--- config.mk ---
export PLATFORM = sky130hd
export DESIGN_NAME = ddr_line_packer_flat
export DESIGN_NICKNAME = d
export VERILOG_FILES = /design/src/rtl/ddr_line_packer_if.sv /design/src/rtl/ddr_line_packer.sv /design/src/flat_wrapper.sv
export SDC_FILE = /design/constraint.sdc
export NUM_CORES = 1
export LEC_CHECK = 0
export ABC_AREA = 1
export CAP_MARGIN = 15
export CORE_AREA = 5 5 180 182
export CTS_CLUSTER_DIAMETER = 40
export DETAILED_ROUTE_END_ITERATION = 6
export DIE_AREA = 0 0 185 187
export HOLD_SLACK_MARGIN = 0.1
export PLACE_DENSITY_LB_ADDON = 0.12
export REMOVE_ABC_BUFFERS = 1
export SETUP_SLACK_MARGIN = 0.2
export SLEW_MARGIN = 20
export SYNTH_ARGS = -nofsm -noshare
export SYNTH_HDL_FRONTEND = slang
export SYNTH_SLANG_ARGS = --single-unit
--- constraint.sdc ---
create_clock -name clk -period 2.73 [get_ports clk]
set_input_delay 0.4095 -clock clk [delete_from_list [all_inputs] [get_ports clk]]
set_output_delay 0.4095 -clock clk [all_outputs]
set_load 0.005 [all_outputs]
--- src/rtl/ddr_line_packer_if.sv ---
// rtl/ddr_line_packer_if.sv - controller-side command/data bus between ddr_line_packer and ddr_sdr
interface ddr_line_packer_if #(
  parameter int ADDR_W = 28
);
  logic [1:0]        mem_cmd;
  logic              mem_cmd_vld;
  logic [ADDR_W-1:0] mem_addr;
  logic              mem_busy;
  logic [127:0]      mem_data_in;
  logic              mem_data_req;
  logic [127:0]      mem_data_out;
  logic              mem_data_vld;

  modport master (
    output mem_cmd, mem_cmd_vld, mem_addr, mem_data_in,
    input  mem_busy, mem_data_req, mem_data_out, mem_data_vld
  );

  modport slave (
    input  mem_cmd, mem_cmd_vld, mem_addr, mem_data_in,
    output mem_busy, mem_data_req, mem_data_out, mem_data_vld
  );
endinterface

--- src/rtl/ddr_line_packer.sv ---
// rtl/ddr_line_packer.sv - packs 16 bytes into 128-bit DDR line writes and streams line reads back as bytes
// Optional partial-line flush enabled by defining DDR_LINE_PACKER_FLUSH_EN.
module ddr_line_packer #(
  parameter int ADDR_W    = 28,
  parameter int BASE_ADDR = 0,
  parameter int ADDR_STEP = 2
) (
  input  logic              clk,
  input  logic              rst_n,
  input  logic [7:0]        in_data,
  input  logic              in_vld,
  output logic              in_rdy,
  input  logic              rd_req,
  input  logic [ADDR_W-1:0] rd_addr,
  output logic              rd_ack,
  output logic [7:0]        out_data,
  output logic              out_vld,
  input  logic              out_rdy,
  input  logic              flush,
  output logic [4:0]        fill_cnt,
  ddr_line_packer_if.master mem
);

  typedef enum logic [2:0] {
    IDLE, WR_ISSUE, WR_DATA, RD_ISSUE, RD_WAIT, DRAIN
  } state_t;

  localparam logic [1:0] CMD_NOP   = 2'b00;
  localparam logic [1:0] CMD_READ  = 2'b01;
  localparam logic [1:0] CMD_WRITE = 2'b10;

  state_t            state, state_nxt;
  logic [ADDR_W-1:0] wr_ptr;
  logic [ADDR_W-1:0] rd_addr_q;
  logic [127:0]      rd_line;
  logic [3:0]        idx;
  logic              in_acc;
  logic              flush_go;
  logic              line_full;

  assign line_full = (fill_cnt == 5'd16);
  assign in_rdy    = (state == IDLE) && !rd_req && !line_full;
  assign in_acc    = in_rdy && in_vld;
  assign out_vld   = (state == DRAIN);
  assign out_data  = out_vld ? rd_line[{idx, 3'b000} +: 8] : 8'h00;

`ifdef DDR_LINE_PACKER_FLUSH_EN
  assign flush_go = flush && (fill_cnt != 5'd0) && !line_full;
`else
  logic unused_flush;
  assign unused_flush = flush;
  assign flush_go     = 1'b0;
`endif

  // Priority in IDLE: full line, then flush, then read request, then byte accept.
  always_comb begin
    state_nxt = state;
    rd_ack    = 1'b0;
    case (state)
      IDLE: begin
        if (line_full || flush_go) begin
          state_nxt = WR_ISSUE;
        end else if (rd_req) begin
          rd_ack    = 1'b1;
          state_nxt = RD_ISSUE;
        end else if (in_acc && fill_cnt == 5'd15) begin
          state_nxt = WR_ISSUE;
        end
      end
      WR_ISSUE: if (!mem.mem_busy) state_nxt = WR_DATA;
      WR_DATA:  if (mem.mem_data_req) state_nxt = IDLE;
      RD_ISSUE: if (!mem.mem_busy) state_nxt = RD_WAIT;
      RD_WAIT:  if (mem.mem_data_vld) state_nxt = DRAIN;
      DRAIN:    if (out_rdy && idx == 4'd15) state_nxt = IDLE;
      default:  state_nxt = IDLE;
    endcase
  end

  always_ff @(posedge clk) begin
    if (!rst_n) begin
      state           <= IDLE;
      fill_cnt        <= 5'd0;
      wr_ptr          <= ADDR_W'(BASE_ADDR);
      rd_addr_q       <= '0;
      rd_line         <= '0;
      idx             <= 4'd0;
      mem.mem_cmd     <= CMD_NOP;
      mem.mem_cmd_vld <= 1'b0;
      mem.mem_addr    <= '0;
      mem.mem_data_in <= '0;
    end else begin
      state           <= state_nxt;
      mem.mem_cmd     <= CMD_NOP;
      mem.mem_cmd_vld <= 1'b0;
      if (in_acc) begin
        mem.mem_data_in[{fill_cnt[3:0], 3'b000} +: 8] <= in_data;
        fill_cnt <= fill_cnt + 5'd1;
      end
      if (rd_ack) rd_addr_q <= rd_addr;
      case (state)
        WR_ISSUE: if (!mem.mem_busy) begin
          mem.mem_cmd     <= CMD_WRITE;
          mem.mem_cmd_vld <= 1'b1;
          mem.mem_addr    <= wr_ptr;
        end
        // Clearing the line here makes a later flush pad with zeros for free.
        WR_DATA: if (mem.mem_data_req) begin
          wr_ptr          <= wr_ptr + ADDR_W'(ADDR_STEP);
          fill_cnt        <= 5'd0;
          mem.mem_data_in <= '0;
        end
        RD_ISSUE: if (!mem.mem_busy) begin
          mem.mem_cmd     <= CMD_READ;
          mem.mem_cmd_vld <= 1'b1;
          mem.mem_addr    <= rd_addr_q;
        end
        RD_WAIT: if (mem.mem_data_vld) begin
          rd_line <= mem.mem_data_out;
          idx     <= 4'd0;
        end
        DRAIN: if (out_rdy) idx <= idx + 4'd1;
        default: ;
      endcase
    end
  end

endmodule

--- src/flat_wrapper.sv ---
// flat-port wrapper written by rule: the top's interface ports become plain ports
module ddr_line_packer_flat 
#(
  parameter int ADDR_W    = 28,
  parameter int BASE_ADDR = 0,
  parameter int ADDR_STEP = 2
)
  (clk, rst_n, in_data, in_vld, in_rdy, rd_req, rd_addr, rd_ack, out_data, out_vld, out_rdy, flush, fill_cnt, mem_mem_cmd, mem_mem_cmd_vld, mem_mem_addr, mem_mem_data_in, mem_mem_busy, mem_mem_data_req, mem_mem_data_out, mem_mem_data_vld);
  ddr_line_packer_if #(.ADDR_W(ADDR_W)) mem_i ();
  input  logic clk;
  input  logic rst_n;
  input  logic [7:0] in_data;
  input  logic in_vld;
  output logic in_rdy;
  input  logic rd_req;
  input  logic [ADDR_W-1:0] rd_addr;
  output logic rd_ack;
  output logic [7:0] out_data;
  output logic out_vld;
  input  logic out_rdy;
  input  logic flush;
  output logic [4:0] fill_cnt;
  output wire logic [$bits(mem_i.mem_cmd)-1:0] mem_mem_cmd;
  output wire logic [$bits(mem_i.mem_cmd_vld)-1:0] mem_mem_cmd_vld;
  output wire logic [$bits(mem_i.mem_addr)-1:0] mem_mem_addr;
  output wire logic [$bits(mem_i.mem_data_in)-1:0] mem_mem_data_in;
  input wire logic [$bits(mem_i.mem_busy)-1:0] mem_mem_busy;
  input wire logic [$bits(mem_i.mem_data_req)-1:0] mem_mem_data_req;
  input wire logic [$bits(mem_i.mem_data_out)-1:0] mem_mem_data_out;
  input wire logic [$bits(mem_i.mem_data_vld)-1:0] mem_mem_data_vld;
  assign mem_mem_cmd = mem_i.mem_cmd;
  assign mem_mem_cmd_vld = mem_i.mem_cmd_vld;
  assign mem_mem_addr = mem_i.mem_addr;
  assign mem_mem_data_in = mem_i.mem_data_in;
  assign mem_i.mem_busy = mem_mem_busy;
  assign mem_i.mem_data_req = mem_mem_data_req;
  assign mem_i.mem_data_out = mem_mem_data_out;
  assign mem_i.mem_data_vld = mem_mem_data_vld;
  ddr_line_packer #(.ADDR_W(ADDR_W), .BASE_ADDR(BASE_ADDR), .ADDR_STEP(ADDR_STEP)) u_core (.clk(clk), .rst_n(rst_n), .in_data(in_data), .in_vld(in_vld), .in_rdy(in_rdy), .rd_req(rd_req), .rd_addr(rd_addr), .rd_ack(rd_ack), .out_data(out_data), .out_vld(out_vld), .out_rdy(out_rdy), .flush(flush), .fill_cnt(fill_cnt), .mem(mem_i));
endmodule
==> results of run 1 <==
## what timing repair did
item                                    4_1_cts  5_1_grt
buffers inserted                              3        1
resized for setup                            42       12
pin swaps                                     3        4
hold buffers                                  0        0
gates cloned                                  0        1
endpoints found under the setup margin       11       10
## power breakdown
group	switching (mW)	leakage, nW	internal, mW
combinational	2.35	4.00	1.49
clock	2.29	0.749	3.70
sequential	0.290	2.87	5.72
total	4.93	7.61	10.9
## placed cells by master (no fill, tap or decap), drive strengths merged
cell type      netlist  final
o21ai              262    262
nand3              152    152
a21oi              333    333
nor2               281    281
clkinv              11     19
ha                   7      7
nand4                2      2
and3                 1      1
inv                190    193
dlygate4sd2          0      5
o22ai               27     27
a211oi               2      2
nor3b                2      2
buf                 49     46
dfxtp              354    354
dlymetal6s2s         0      2
nor3                25     25
clkdlybuf4s15        0      1
clkbuf              94     70
clkdlybuf4s50        0    335
bufinv               0      2
nand2              302    302
clkinvlp             0      6
nand3b               1      1
xor2                 6      6
diode                0      1
xnor2                3      3
## sequential cells by signal, indices dropped and copies added (netlist names)
register                flops
u_core.mem.mem_data_in    128
u_core.rd_line            128
u_core.mem.mem_addr        28
u_core.rd_addr_q           28
u_core.wr_ptr              27
u_core.fill_cnt             5
u_core.idx                  4
u_core.state                3
u_core.mem.mem_cmd          2
u_core.mem.mem_cmd_vld      1
## how the worst max path moves through the flow
stage	depth (start not counted)	end	startpoint	slack [ns]
after CTS	6	out_data[4]	u_core.idx[0]	-0.02
after global routing	8	out_data[2]	u_core.idx[0]	0.20
after floorplan	6	u_core.idx[1]	u_core.state[1]	-3.11
after global placement	8	out_data[2]	u_core.idx[1]	0.38
final	7	out_data[5]	u_core.idx[0]	0.29
after detailed placement	8	out_data[2]	u_core.idx[1]	0.36
## final cells by class
cell class                      count  area (um2)  area share
Clock buffer                       67        1370      0.0668
Inverter                          201         771      0.0375
Antenna cell                        1        2.50    0.000122
Tap cell                          396         495      0.0241
Clock inverter                     19         181     0.00882
Sequential cell                   354        7100       0.345
Multi-Input combinational cell   1406        6690       0.325
Timing Repair Buffer              392        3950       0.192
## cell families (layout without fill, tap and decap cells)
family / Yosys count / count (layout) / synth area share
AND/OR/NAND/NOR: 766 / 766 / 0.216
other: 0 / 1 / 0
flip-flops: 354 / 354 / 0.471
buffers and inverters: 344 / 679 / 0.0923
AO/OA/AOI/OAI: 624 / 624 / 0.210
adder cells (fa/ha/maj): 7 / 7 / 0.00581
XOR/XNOR: 9 / 9 / 0.00523
## worst register-to-register path: cells and delay by family, from the launching register on
family	cells	cell delay, ns
buffers and inverters	2	0.46
AND/OR/NAND/NOR	8	1.03
adder cells (fa/ha/maj)	1	0.17
flip-flops	1	0.36
## per-layer routing
metal | up-vias | part of all wire | track usage
met5 | - | 0 | 0
met4 | 0 | 0.031 | 0.0771
met3 | 90 | 0.085 | 0.0679
met2 | 495 | 0.47 | 0.417
met1 | 6865 | 0.42 | 0.339
li1 | 7493 | - | -
## through the flow
stage          hold slack, ns  cells
6_report                0.270   2836
3_5_place_dp            0.432   2744
2_1_floorplan           0.419   1961
4_1_cts                 0.248   2833
5_1_grt                 0.285   2836
3_3_place_gp            0.428   2744
==> flow_metrics.tcl, run 1 <==
set metrics [dict create \
    grt_max_degree 118 \
    finalClockSkew_ns 0.0133 \
    area_delta_synth_final_pct 36.6 \
    slew_violations 0 \
    synth-seq-area-share 0.471 \
    worst_pin_slew_ns 0.653 \
    path_cells "buf_12, a21oi_1, o21ai_1, nand3_1, nand3_2, a21oi_2, dlygate4sd2_1" \
    path_class "reg2out" \
    max-slew-margin-rel 0.564 \
    slowest_stage "dfxtp_4" \
    crit_family "compound AO/OA/AOI/OAI gates" \
    die-area_um2 34600 \
    globalplace.congestion 0.857 \
    yosysTopAreaCell "dfxtp_1" \
    grt_pass1_vias 14000 \
    placed_area_um2 18800 \
    cpPeakStageDelay_ns 0.36 \
    synthFlopType "dfxtp_1" \
    dr.pass1.iters 6 \
    coreArea_um2 30400 \
    cts_sinks 354 \
    rows 64 \
    hold_violations 0 \
    syn_area_per_cell_um2 7.16 \
    min_from "rst_n" \
    portBuffers 346 \
    rsz0062_at_grt "false" \
    routed_wl_um 46500 \
    finalWorstSetupSlack_ns 0.294 \
    preCtsSetupSlack_ns 0.362 \
    die_h_um 187 \
    synth-async-reset-ratio 0 \
    hold_depth 3 \
    cp-start-kind "flop" \
    final_util 0.676 \
    hold_class "in2reg" \
    status "finished clean" \
    fmax_mhz 411 \
    worstHoldEndpoint "u_core.state[1]" \
    irDropWorstVdd_v 0.000559 \
    cp_num_buf_inv 2 \
    antenna_found_initial 1 \
    drt_iter0_markers 1031 \
    syn_inst 2104 \
    clk_pin_slew_ns 0.06 \
    cts_buffers 47 \
    setup_viol 0 \
    via_per_inst 5.27 \
    critPathMaxFanout 48 \
    cts.path.max_buffers 3 \
    cp.arrival_ns 2.03 \
    grt_pass1_wl_um 73900 \
    final.fill_count 2595 \
    fin_crit_sh 0.892 \
    rrSetupSlack_ns 0.61 \
    netlist_area_um2 15100 \
    tns_ns 0 \
    ios 348 \
    reg2regPathDepth 11 \
    synth-warning-count 0 \
    synth.distinct_cells 31 \
    synth_top_area_frac 0.471 \
    cap_violations 0 \
    ys_top_cells_by_count "354 x dfxtp_1, 333 x a21oi_1, 298 x nand2_1, 267 x nor2_1, 262 x o21ai_0" \
    yosysMostFrequentCell "dfxtp_1" \
    p_leak_nw 7.61 \
    fin_crit_ns 2.44 \
    drtAntennaViolNets 0 \
    crit_required_ns 2.32 \
    clkLatencyLatePin_ns 0.54 \
    fin_nets 2582 \
    grt-ovfl-total 0 \
    initial_utilization 0.495 \
    cts_tree "done" \
    cts-root-buf "clkbuf_16" \
    dp_hpwl_um 31000 \
    grt_usage 0.258 \
    synth_edf_count 0 \
    fin_area_um2 20600 \
    die_w_um 185 \
    r2r-start "u_core.fill_cnt[1]" \
    synth.area.top_cells "dfxtp_1 47%, a21oi_1 11%, o21ai_0 8.7%" \
    power_density_nw_per_um2 770 \
    end_kind "output pin" \
    post_drt_wl_per_cell_um 16.4 \
    r2r_end "u_core.mem.mem_data_in[97]" \
    vias 14900 \
    synth_seq_cells 354 \
    power_mw 15.8 \
    htree_levels 2 \
    drc 0 \
    drive_gt1_frac 0.0742 \
]
(Power assumes the default switching activity.)
==> run 2: changes to the inputs <==
--- a/config.mk
+++ b/config.mk
@@ -11,11 +11,11 @@
 export CTS_CLUSTER_DIAMETER = 40
 export DETAILED_ROUTE_END_ITERATION = 6
 export DIE_AREA = 0 0 185 187
+export GPL_ROUTABILITY_DRIVEN = 0
 export HOLD_SLACK_MARGIN = 0.1
 export PLACE_DENSITY_LB_ADDON = 0.12
 export REMOVE_ABC_BUFFERS = 1
 export SETUP_SLACK_MARGIN = 0.2
-export SLEW_MARGIN = 20
 export SYNTH_ARGS = -nofsm -noshare
 export SYNTH_HDL_FRONTEND = slang
 export SYNTH_SLANG_ARGS = --single-unit
==> results of run 2 <==
Same layout as run 1: the final DEF is identical, and so are final timing and power.
==> run 3: changes to the inputs <==
--- a/config.mk
+++ b/config.mk
@@ -13,7 +13,7 @@
 export DIE_AREA = 0 0 185 187
 export GPL_ROUTABILITY_DRIVEN = 0
 export HOLD_SLACK_MARGIN = 0.1
-export PLACE_DENSITY_LB_ADDON = 0.12
+export PLACE_DENSITY = 0.83
 export REMOVE_ABC_BUFFERS = 1
 export SETUP_SLACK_MARGIN = 0.2
 export SYNTH_ARGS = -nofsm -noshare
==> run 3 against run 2 <==
Count of clock-buffer cells in the layout shrank 7. Combinational power about the same. Setup slack got worse by 0.039 ns. Sequential share of layout area is essentially flat. Die area unchanged. Final area fell by 0.15%. Flip-flop and latch count unchanged. Via count grew 2.2%. Total power down 0.40%. Fmax shrank 1.6%. Non-clock buffer count is 2 higher.
==> flow_metrics.tcl, run 3 (synthesis gave the netlist of run 1 again) <==
set metrics [dict create \
    finalWorstSetupSlack_ns 0.255 \
    clkPwrFrac 0.376 \
    vias 15300 \
    drive_gt1_frac 0.0812 \
    grt_max_degree 165 \
    grt-ovfl-total 0 \
    drc 0 \
    hold_violations 0 \
    grt_usage 0.259 \
    die_w_um 185 \
    min_from "rst_n" \
    portBuffers 346 \
    coreArea_um2 30400 \
    critPathMaxFanout 15 \
    final.fill_count 2408 \
    cts_buffers 45 \
    slew_violations 0 \
    p_leak_nw 7.58 \
    busiest_layer "met2" \
    cp-start-kind "flop" \
    worst_pin_slew_ns 0.969 \
    hold_class "in2reg" \
    die-area_um2 34600 \
    worstHoldEndpoint "u_core.state[1]" \
    cpPeakStageDelay_ns 0.38 \
    rows 64 \
    p_seq_frac 0.381 \
    cts-root-buf "clkbuf_16" \
    cap_violations 0 \
    drtAntennaViolNets 0 \
    via_per_inst 5.39 \
    setup_viol 0 \
    layout_commonest_cell "dfxtp_1" \
    dp_hpwl_um 32200 \
    p_switching_mw 4.95 \
    antenna_cells 0 \
    antenna_found_initial 2 \
    irDropWorstVdd_v 0.000547 \
    fmax_mhz 404 \
    crit_required_ns 2.32 \
    post_drt_wl_per_cell_um 16.7 \
    fin_crit_sh 0.907 \
    slowest_stage "dfxtp_4" \
    path_cells "clkinvlp_4, buf_6, buf_12, a21oi_1, o21ai_0, nand3_1, nand3_1, a21oi_1, buf_2" \
    area_delta_synth_final_pct 36.4 \
    power_mw 15.8 \
    switching_share 0.314 \
    r2r-start "u_core.fill_cnt[1]" \
    crit_family "buffers and inverters" \
    place_inst 2747 \
    intPower_mw 10.8 \
    die_h_um 187 \
    fin_hold_ws_ns 0.200 \
    reg2regPathDepth 11 \
    cp.arrival_ns 2.07 \
    fin_crit_ns 2.48 \
    cts_sinks 354 \
    final_util 0.675 \
    dr.pass1.iters 6 \
    preCtsSetupSlack_ns 0.157 \
    cts_tree "done" \
    ios 348 \
    rsz0062_at_grt "true" \
    use_met1 0.318 \
    clkLatencyLatePin_ns 0.52 \
    power_density_nw_per_um2 768 \
    r2r_end "u_core.mem.mem_data_in[115]" \
    met2_usage 0.427 \
    path_class "reg2out" \
    grt_pass1_wl_um 74500 \
    clk_pin_slew_ns 0.06 \
    grt_pass1_vias 14600 \
    rrSetupSlack_ns 0.52 \
    end_kind "output pin" \
    use_met3 0.0634 \
    max-slew-margin-rel 0.351 \
    cp_num_buf_inv 4 \
    drt_iter0_markers 1305 \
    cts.path.max_buffers 3 \
    finalClockSkew_ns 0.0116 \
    hold_depth 3 \
    status "finished clean" \
    routed_wl_um 47300 \
    layoutNonFillerInstCount 2833 \
    comb_power_share 0.243 \
    htree_levels 2 \
    cts-hold-fix-buffers 0 \
    fin_nets 2582 \
    initial_utilization 0.495 \
    final_cell_mix "351 x dfxtp_1, 335 x clkdlybuf4s50_1, 321 x a21oi_1" \
    reg_top3 "u_core.mem.mem_data_in (128), u_core.rd_line (128)" \
]
[run 3: tightest hold or removal path, delay by kind of cell]
family | cells | cell delay [ns]
buf+inv | 1 | 0.16
simple gates | 2 | 0.10
[run 3: how the worst max path moves through the flow]
stage / cells after the start / to / startpoint / slack, ns
floorplan: 6 / u_core.idx[1] / u_core.state[1] / -3.11
global placement: 7 / u_core.mem.mem_data_in[112] / u_core.fill_cnt[1] / 0.26
detailed placement: 7 / u_core.mem.mem_data_in[115] / u_core.fill_cnt[1] / 0.16
CTS: 9 / out_data[2] / u_core.idx[0] / 0.15
global route: 9 / out_data[7] / u_core.idx[0] / 0.14
finish: 9 / out_data[1] / u_core.idx[0] / 0.25
[run 3: timing repair]
action,in CTS,in global routing
pin swaps,5,10
setup buffers,3,0
gates resized for setup,47,37
endpoints found under the hold margin,0,0
setup endpoints to repair,27,10
[run 3: layer usage]
metal  wire length [um]  part of all wire  vias to the layer above
li1                   -                 -                     7496
met3               4420             0.094                      161
met2              21700              0.46                      663
met1              18600              0.39                     6946
met4               2510             0.053                        4
met5                 21           0.00044                        -
[run 3: final cells by class]
type	count	area [um2]	share of cell area
Multi-Input combinational cell	1406	6730	0.328
Tap cell	396	495	0.0241
Timing Repair Buffer	394	3930	0.191
Sequential cell	354	7100	0.345
Inverter	201	763	0.0372
Clock buffer	60	1290	0.0631
Clock inverter	22	229	0.0111
[run 3: power groups by stage]
stage	Clock, mW	Sequential (mW)	Combinational, mW
finish	5.93	6.02	3.84
global route	6.25	6.07	4.26
CTS	6.02	6.01	3.79
detailed placement	0	6.09	3.69
global placement	0	6.06	3.60
floorplan	0	6.10	2.10
[run 3: through the flow]
stage | setup TNS [ns] | cell area [um2]
floorplan | -429.47 | 14400
global placement | 0 | 18900
detailed placement | 0 | 18900
CTS | 0 | 20500
global route | 0 | 20500
finish | 0 | 20500
